$ cat src/rtl/risc_fetch_buffer_if.sv
// Fetch-buffer bus: instruction-memory request/response, execute redirect and decode handoff.
// Defining FETCH_MISALIGN_TRAP_EN adds the if_misalign flag to the decode side.
interface risc_fetch_buffer_if;
    logic        imem_req_valid;
    logic        imem_req_ready;
    logic [31:0] imem_addr;
    logic        imem_rsp_valid;
    logic [31:0] imem_rsp_data;
    logic        redirect_valid;
    logic [31:0] redirect_pc;
    logic        if_valid;
    logic        if_ready;
    logic [31:0] if_instr;
    logic [31:0] if_pc;
`ifdef FETCH_MISALIGN_TRAP_EN
    logic        if_misalign;
`endif

    modport master (
        output imem_req_valid, imem_addr, if_valid, if_instr, if_pc,
        input  imem_req_ready, imem_rsp_valid, imem_rsp_data,
        input  redirect_valid, redirect_pc, if_ready
`ifdef FETCH_MISALIGN_TRAP_EN
        , output if_misalign
`endif
    );

    modport slave (
        input  imem_req_valid, imem_addr, if_valid, if_instr, if_pc,
        output imem_req_ready, imem_rsp_valid, imem_rsp_data,
        output redirect_valid, redirect_pc, if_ready
`ifdef FETCH_MISALIGN_TRAP_EN
        , input if_misalign
`endif
    );
endinterface

$ cat src/rtl/risc_fetch_buffer.sv
// Fetch front end: owns the fetch PC, issues word requests under a credit limit and buffers {pc, instr} for decode.
// Optional FETCH_MISALIGN_TRAP_EN: misaligned redirects halt fetch and present one trap entry.
module risc_fetch_buffer #(
    parameter logic [31:0] RESET_PC = 32'h0000_0000,
    parameter int unsigned DEPTH    = 4
) (
    input  logic                clk,
    input  logic                reset,
    risc_fetch_buffer_if.master bus
);
    localparam int unsigned AW      = $clog2(DEPTH);
    localparam int unsigned CW      = AW + 1;
    localparam logic [CW:0] DEPTH_W = (CW + 1)'(DEPTH);

    logic [31:0]   r_fetch_pc;
    logic [31:0]   r_rsp_pc;
    logic [CW-1:0] r_inflight;
    logic [CW-1:0] r_discard;
    logic [CW-1:0] r_count;
    logic [AW-1:0] r_rd_ptr;
    logic [AW-1:0] r_wr_ptr;
    logic [31:0]   r_mem_pc    [DEPTH];
    logic [31:0]   r_mem_instr [DEPTH];

    logic          w_redirect;
    logic          w_req_valid;
    logic          w_req_fire;
    logic          w_rsp_keep;
    logic          w_push;
    logic          w_pop;
    logic          w_if_valid;
    logic          w_halt;
    logic          w_trap_push;
    logic [31:0]   w_redirect_pc;
    logic [31:0]   w_push_pc;
    logic [31:0]   w_push_instr;
    logic [CW:0]   w_occ;
    logic [CW-1:0] w_inflight_nxt;

`ifdef FETCH_MISALIGN_TRAP_EN
    logic             r_halt;
    logic             r_trap_pending;
    logic [DEPTH-1:0] r_mem_mis;

    assign w_redirect_pc   = bus.redirect_pc;
    assign w_halt          = r_halt;
    assign w_trap_push     = r_trap_pending && (r_inflight == '0) && !w_redirect;
    assign bus.if_misalign = w_if_valid ? r_mem_mis[r_rd_ptr] : 1'b0;

    // Misaligned redirect halts fetch and arms one trap entry once stale responses drain
    always_ff @(posedge clk or negedge reset) begin
        if (!reset) begin
            r_halt         <= 1'b0;
            r_trap_pending <= 1'b0;
            r_mem_mis      <= '0;
        end else begin
            if (w_redirect) begin
                r_halt         <= |bus.redirect_pc[1:0];
                r_trap_pending <= |bus.redirect_pc[1:0];
            end else if (w_trap_push) begin
                r_trap_pending <= 1'b0;
            end
            if (w_push) begin
                r_mem_mis[r_wr_ptr] <= w_trap_push;
            end
        end
    end
`else
    logic w_unused;

    // Without the trap feature the low redirect bits are simply discarded
    assign w_unused      = ^bus.redirect_pc[1:0];
    assign w_redirect_pc = {bus.redirect_pc[31:2], 2'b00};
    assign w_halt        = 1'b0;
    assign w_trap_push   = 1'b0;
`endif

    // Credit rule: buffered plus in-flight never exceeds DEPTH, so a push always has room
    assign w_redirect     = bus.redirect_valid;
    assign w_occ          = {1'b0, r_count} + {1'b0, r_inflight};
    assign w_req_valid    = reset && !w_redirect && !w_halt && (w_occ < DEPTH_W);
    assign w_req_fire     = w_req_valid && bus.imem_req_ready;
    assign w_rsp_keep     = bus.imem_rsp_valid && (r_discard == '0) && !w_redirect;
    assign w_push         = w_rsp_keep || w_trap_push;
    assign w_if_valid     = (r_count != '0);
    assign w_pop          = w_if_valid && bus.if_ready && !w_redirect;
    assign w_inflight_nxt = r_inflight + CW'(w_req_fire) - CW'(bus.imem_rsp_valid);

    // Select the entry written this cycle: a fetched word or the misalign trap NOP
    always_comb begin
        w_push_pc    = r_rsp_pc;
        w_push_instr = bus.imem_rsp_data;
        if (w_trap_push) begin
            w_push_pc    = r_fetch_pc;
            w_push_instr = 32'h0000_0013;
        end else begin
            w_push_pc    = r_rsp_pc;
            w_push_instr = bus.imem_rsp_data;
        end
    end

    // PC tracking, credit counters and FIFO storage
    always_ff @(posedge clk or negedge reset) begin
        if (!reset) begin
            r_fetch_pc <= RESET_PC;
            r_rsp_pc   <= RESET_PC;
            r_inflight <= '0;
            r_discard  <= '0;
            r_count    <= '0;
            r_rd_ptr   <= '0;
            r_wr_ptr   <= '0;
            for (int i = 0; i < int'(DEPTH); i++) begin
                r_mem_pc[i]    <= 32'h0000_0000;
                r_mem_instr[i] <= 32'h0000_0000;
            end
        end else begin
            r_inflight <= w_inflight_nxt;
            if (w_redirect) begin
                // Everything still outstanding after this cycle belongs to the old path
                r_fetch_pc <= w_redirect_pc;
                r_rsp_pc   <= w_redirect_pc;
                r_discard  <= w_inflight_nxt;
                r_count    <= '0;
                r_rd_ptr   <= '0;
                r_wr_ptr   <= '0;
            end else begin
                if (w_req_fire) begin
                    r_fetch_pc <= r_fetch_pc + 32'd4;
                end
                if (w_rsp_keep) begin
                    r_rsp_pc <= r_rsp_pc + 32'd4;
                end
                if (bus.imem_rsp_valid && (r_discard != '0)) begin
                    r_discard <= r_discard - CW'(1);
                end
                if (w_push) begin
                    r_mem_pc[r_wr_ptr]    <= w_push_pc;
                    r_mem_instr[r_wr_ptr] <= w_push_instr;
                    r_wr_ptr              <= r_wr_ptr + AW'(1);
                end
                if (w_pop) begin
                    r_rd_ptr <= r_rd_ptr + AW'(1);
                end
                r_count <= r_count + CW'(w_push) - CW'(w_pop);
            end
        end
    end

    assign bus.imem_req_valid = w_req_valid;
    assign bus.imem_addr      = r_fetch_pc;
    assign bus.if_valid       = w_if_valid;
    assign bus.if_instr       = w_if_valid ? r_mem_instr[r_rd_ptr] : 32'h0000_0000;
    assign bus.if_pc          = w_if_valid ? r_mem_pc[r_rd_ptr] : 32'h0000_0000;
endmodule

$ cat src/flat_wrapper.sv
// flat-port wrapper written by rule: the top's interface ports become plain ports
module risc_fetch_buffer_flat 
#(
    parameter logic [31:0] RESET_PC = 32'h0000_0000,
    parameter int unsigned DEPTH    = 4
)
  (clk, reset, bus_imem_req_valid, bus_imem_addr, bus_if_valid, bus_if_instr, bus_if_pc, bus_imem_req_ready, bus_imem_rsp_valid, bus_imem_rsp_data, bus_redirect_valid, bus_redirect_pc, bus_if_ready);
  risc_fetch_buffer_if bus_i ();
  input  logic clk;
  input  logic reset;
  output wire logic [$bits(bus_i.imem_req_valid)-1:0] bus_imem_req_valid;
  output wire logic [$bits(bus_i.imem_addr)-1:0] bus_imem_addr;
  output wire logic [$bits(bus_i.if_valid)-1:0] bus_if_valid;
  output wire logic [$bits(bus_i.if_instr)-1:0] bus_if_instr;
  output wire logic [$bits(bus_i.if_pc)-1:0] bus_if_pc;
  input wire logic [$bits(bus_i.imem_req_ready)-1:0] bus_imem_req_ready;
  input wire logic [$bits(bus_i.imem_rsp_valid)-1:0] bus_imem_rsp_valid;
  input wire logic [$bits(bus_i.imem_rsp_data)-1:0] bus_imem_rsp_data;
  input wire logic [$bits(bus_i.redirect_valid)-1:0] bus_redirect_valid;
  input wire logic [$bits(bus_i.redirect_pc)-1:0] bus_redirect_pc;
  input wire logic [$bits(bus_i.if_ready)-1:0] bus_if_ready;
  assign bus_imem_req_valid = bus_i.imem_req_valid;
  assign bus_imem_addr = bus_i.imem_addr;
  assign bus_if_valid = bus_i.if_valid;
  assign bus_if_instr = bus_i.if_instr;
  assign bus_if_pc = bus_i.if_pc;
  assign bus_i.imem_req_ready = bus_imem_req_ready;
  assign bus_i.imem_rsp_valid = bus_imem_rsp_valid;
  assign bus_i.imem_rsp_data = bus_imem_rsp_data;
  assign bus_i.redirect_valid = bus_redirect_valid;
  assign bus_i.redirect_pc = bus_redirect_pc;
  assign bus_i.if_ready = bus_if_ready;
  risc_fetch_buffer #(.RESET_PC(RESET_PC), .DEPTH(DEPTH)) u_core (.clk(clk), .reset(reset), .bus(bus_i));
endmodule
$ cat config.mk
export PLATFORM = sky130hd
export DESIGN_NAME = risc_fetch_buffer_flat
export DESIGN_NICKNAME = d
export VERILOG_FILES = /design/src/rtl/risc_fetch_buffer_if.sv /design/src/rtl/risc_fetch_buffer.sv /design/src/flat_wrapper.sv
export SDC_FILE = /design/constraint.sdc
export NUM_CORES = 1
export LEC_CHECK = 0
export BUFFER_PORTS_ARGS = -buffer_cell sky130_fd_sc_hd__buf_4
export CAP_MARGIN = 20
export CORE_UTILIZATION = 60
export DETAILED_ROUTE_END_ITERATION = 7
export HOLD_SLACK_MARGIN = 0.08
export PLACE_DENSITY = 0.81
export RECOVER_POWER = 100
export SLEW_MARGIN = 20
export SYNTH_ARGS = -nofsm -noshare
export SYNTH_HDL_FRONTEND = slang
export SYNTH_SLANG_ARGS = --single-unit
$ cat constraint.sdc
create_clock -name clk -period 9.3 [get_ports clk]
set_clock_uncertainty 0.2 [all_clocks]
set_input_delay 0.93 -clock clk [delete_from_list [all_inputs] [get_ports clk]]
set_output_delay 0.93 -clock clk [all_outputs]
set_load 0.05 [all_outputs]
==> metrics.txt <==
Via Count 9778; global-route wire length before repair 55.7 mm; fraction of synthesized cell area in xor and xnor cells 2.76%; startpoint type of the worst setup path primary input; Hold WC Path Type primary input to async pin; Synth Area in Compound Gates 2.94%; actual slew at the worst max-slew pin 4.17 ns; max cap viols 8; Max Freq 156 MHz; Hold-fix buffers, CTS 0; M1 GR Usage 37.8%; DRC Markers 0; CP arrival 6.58 ns; M3 GR Usage 4.67%; gate count of the mapped netlist 1123; Final HPWL DP 21.2 mm; Slew HR -178%; first-pass detailed-route iteration total 5; most common cell after layout, fill and taps aside dfrtp_1; main combinational cell family by area after synthesis multiplexers; GR Util All Layers 27.4%; die width 161 um; leak pwr 8.02 nW; Detailed Route Iter0 Violations 656; clock slew at reported path FFs 0.06 ns; CTS resizes 0; met2 Usage GRT 44.4%; Simple-Gate Fraction of Synth Area 8.78%; Rows 57; Worst EP required 9.47 ns; RSZ-0062 raised after global routing no; Final period util 68.9%; CP max FO 57; post-CTS setup buffers 0; Avg Inst Size Synth 13.5 um2; Worst-Skew Late Latency 0.50 ns; setup TNS 0 ns; # setup viols final 0; port bufs 161; Die Span Y 161 um; Sink Count 321; Syn. warnings 0; CTS tree built; Starting Density 61.8%; VDD IR max 205 uV; Min Clock Period, post-route 6.40 ns; Area growth, synth to finish 15.2%; failing checks capacitance limit, slew limit; critical path type primary input to flop; Max Buffers Root-to-Sink 3; root buffer cell clkbuf_16; Crit. End Element flop; fin. max-slew vios 382; Final Net Count 1348; largest net degree at the start of global routing 99; post-placement cell count 1549; Post-synth EDFFs 0; drt wl/cell 21.3 um; Die ar. 26000 um2; CTS H-tree lvls 2; Synth Area in Adders 1.41%; DR vias/cell 6.07; Primary FF master, synth dfrtp_1; commonest cells after routing, fill and taps aside dfrtp_1 (320), mux2_2 (265), clkbuf_1 (95); status finished, violations left; final wirelength 34.3 mm; area of the mapped netlist 15200 um2; post-synthesis mux area share 28.8%; # IOs 168; grt ovf 0; P per Cell Area 296 nW/um2; Non-Filler Instances 1611; GPL Wtd Cong 0.832; initial antenna violation count 1; final hold viol count 0; synthesis-stage register bit count 321; total CTS buffers 35; Async SR Flop Fraction 100%; Yosys cell types 47; core area 24600 um2; layout cells sized above 1 36.8%; busiest grt layer met2; vias in the first global route 10400; register area share after synthesis 52.8%; remaining antenna violation count 0
## layer usage
layer  wire length [um]  vias up
met5                  0        -
met4               1040        0
met3               1890       77
met2              16500      303
met1              14900     5044
li1                   -     4354
## sequential cells by signal, summed over array words and instances, names as in the netlist
signal	count
u_core.r_inflight	3
u_core.r_mem_instr	128
u_core.r_rsp_pc	30
u_core.r_discard	3
u_core.r_wr_ptr	2
u_core.bus.imem_addr	30
u_core.r_rd_ptr	2
u_core.r_mem_pc	120
u_core.r_count	3
## cell families (layout without fill, tap and decap cells)
kind of cell | count (synthesis) | in the layout
fa+ha+maj | 16 | 16
compound gates | 71 | 71
flops | 321 | 321
simple gates | 246 | 246
other cells | 1 | 5
xor+xnor | 48 | 48
mux | 327 | 327
buf+inv | 93 | 253
## synth_stat cells, types with 7 or more instances
| cell | count | area (um2) |
|---|---|---|
| mux4_2 | 62 | 1400 |
| dfrtp_1 | 321 | 8030 |
| xnor2_1 | 24 | 210 |
| inv_1 | 16 | 60.1 |
| o311ai_0 | 7 | 61.3 |
| mux2_2 | 265 | 2980 |
| buf_1 | 7 | 26.3 |
| nand3_1 | 27 | 135 |
| and2_1 | 67 | 419 |
| a21oi_1 | 10 | 50.1 |
| o211ai_1 | 8 | 60.1 |
| ha_1 | 14 | 175 |
| nor2_1 | 20 | 75.1 |
| nor3_1 | 11 | 55.1 |
| xor2_1 | 24 | 210 |
| nand2_1 | 58 | 218 |
| and3_1 | 12 | 75.1 |
| o21ai_0 | 31 | 155 |
| clkbuf_1 | 59 | 221 |
| nand4_1 | 26 | 163 |
## final timing paths
kind	from	endpoint	slack, ns	cells after the start
setup / recovery	bus_redirect_valid	u_core.r_mem_instr[108]$_DFFE_PN0P_	2.90	5
hold / removal	reset	u_core.r_mem_instr[79]$_DFFE_PN0P_	0.25	1
setup reg to reg	u_core.r_discard[0]$_DFFE_PN0P_	u_core.r_mem_instr[108]$_DFFE_PN0P_	4.30	7
hold reg to reg	u_core.r_mem_pc[21]$_DFFE_PN0P_	u_core.r_mem_pc[21]$_DFFE_PN0P_	0.28	2
max in group asynchronous	reset	u_core.r_rd_ptr[1]$_DFFE_PN0P_	4.10	3
min in group clk	u_core.r_mem_pc[21]$_DFFE_PN0P_	u_core.r_mem_pc[21]$_DFFE_PN0P_	0.28	2
## worst max-delay path, stage by stage
cell	delay (ns)
clkbuf_1	1.65
nor2_1	0.41
nand2_1	1.46
clkbuf_1	1.61
mux2_2	0.47
## where the power goes
group          switching, W  internal (W)  total, W  leakage [nW]
clock              0.000541      0.000922   0.00146         0.597
sequential         0.000231       0.00172   0.00195          4.21
combinational       0.00104      0.000733   0.00177          3.21
total               0.00181       0.00338   0.00519          8.02
## layout make-up
type                       instances  area (um2)
antenna                            1        2.50
clock buffer                      54        1060
clock inverter                     7         164
fill                            1766        7070
inverter                          18        67.6
multi-input combinational        712        6800
sequential                       321        8030
tap                              324         405
timing repair buffer             174         995
## metrics by stage
stage	instance area, um2	hold slack, ns	power, W	setup slack [ns]	utilization (%)
2_1_floorplan	15200	0.245	0.00331	5.69	-
3_3_place_gp	16600	0.259	0.00379	4.97	67.7
3_5_place_dp	16600	0.266	0.00385	4.95	67.7
4_1_cts	17900	0.279	0.00533	5.06	72.6
5_1_grt	17500	0.307	0.00543	2.54	71.3
6_report	17500	0.248	0.00519	2.90	71.3
Power figures use the tool's default switching activity.
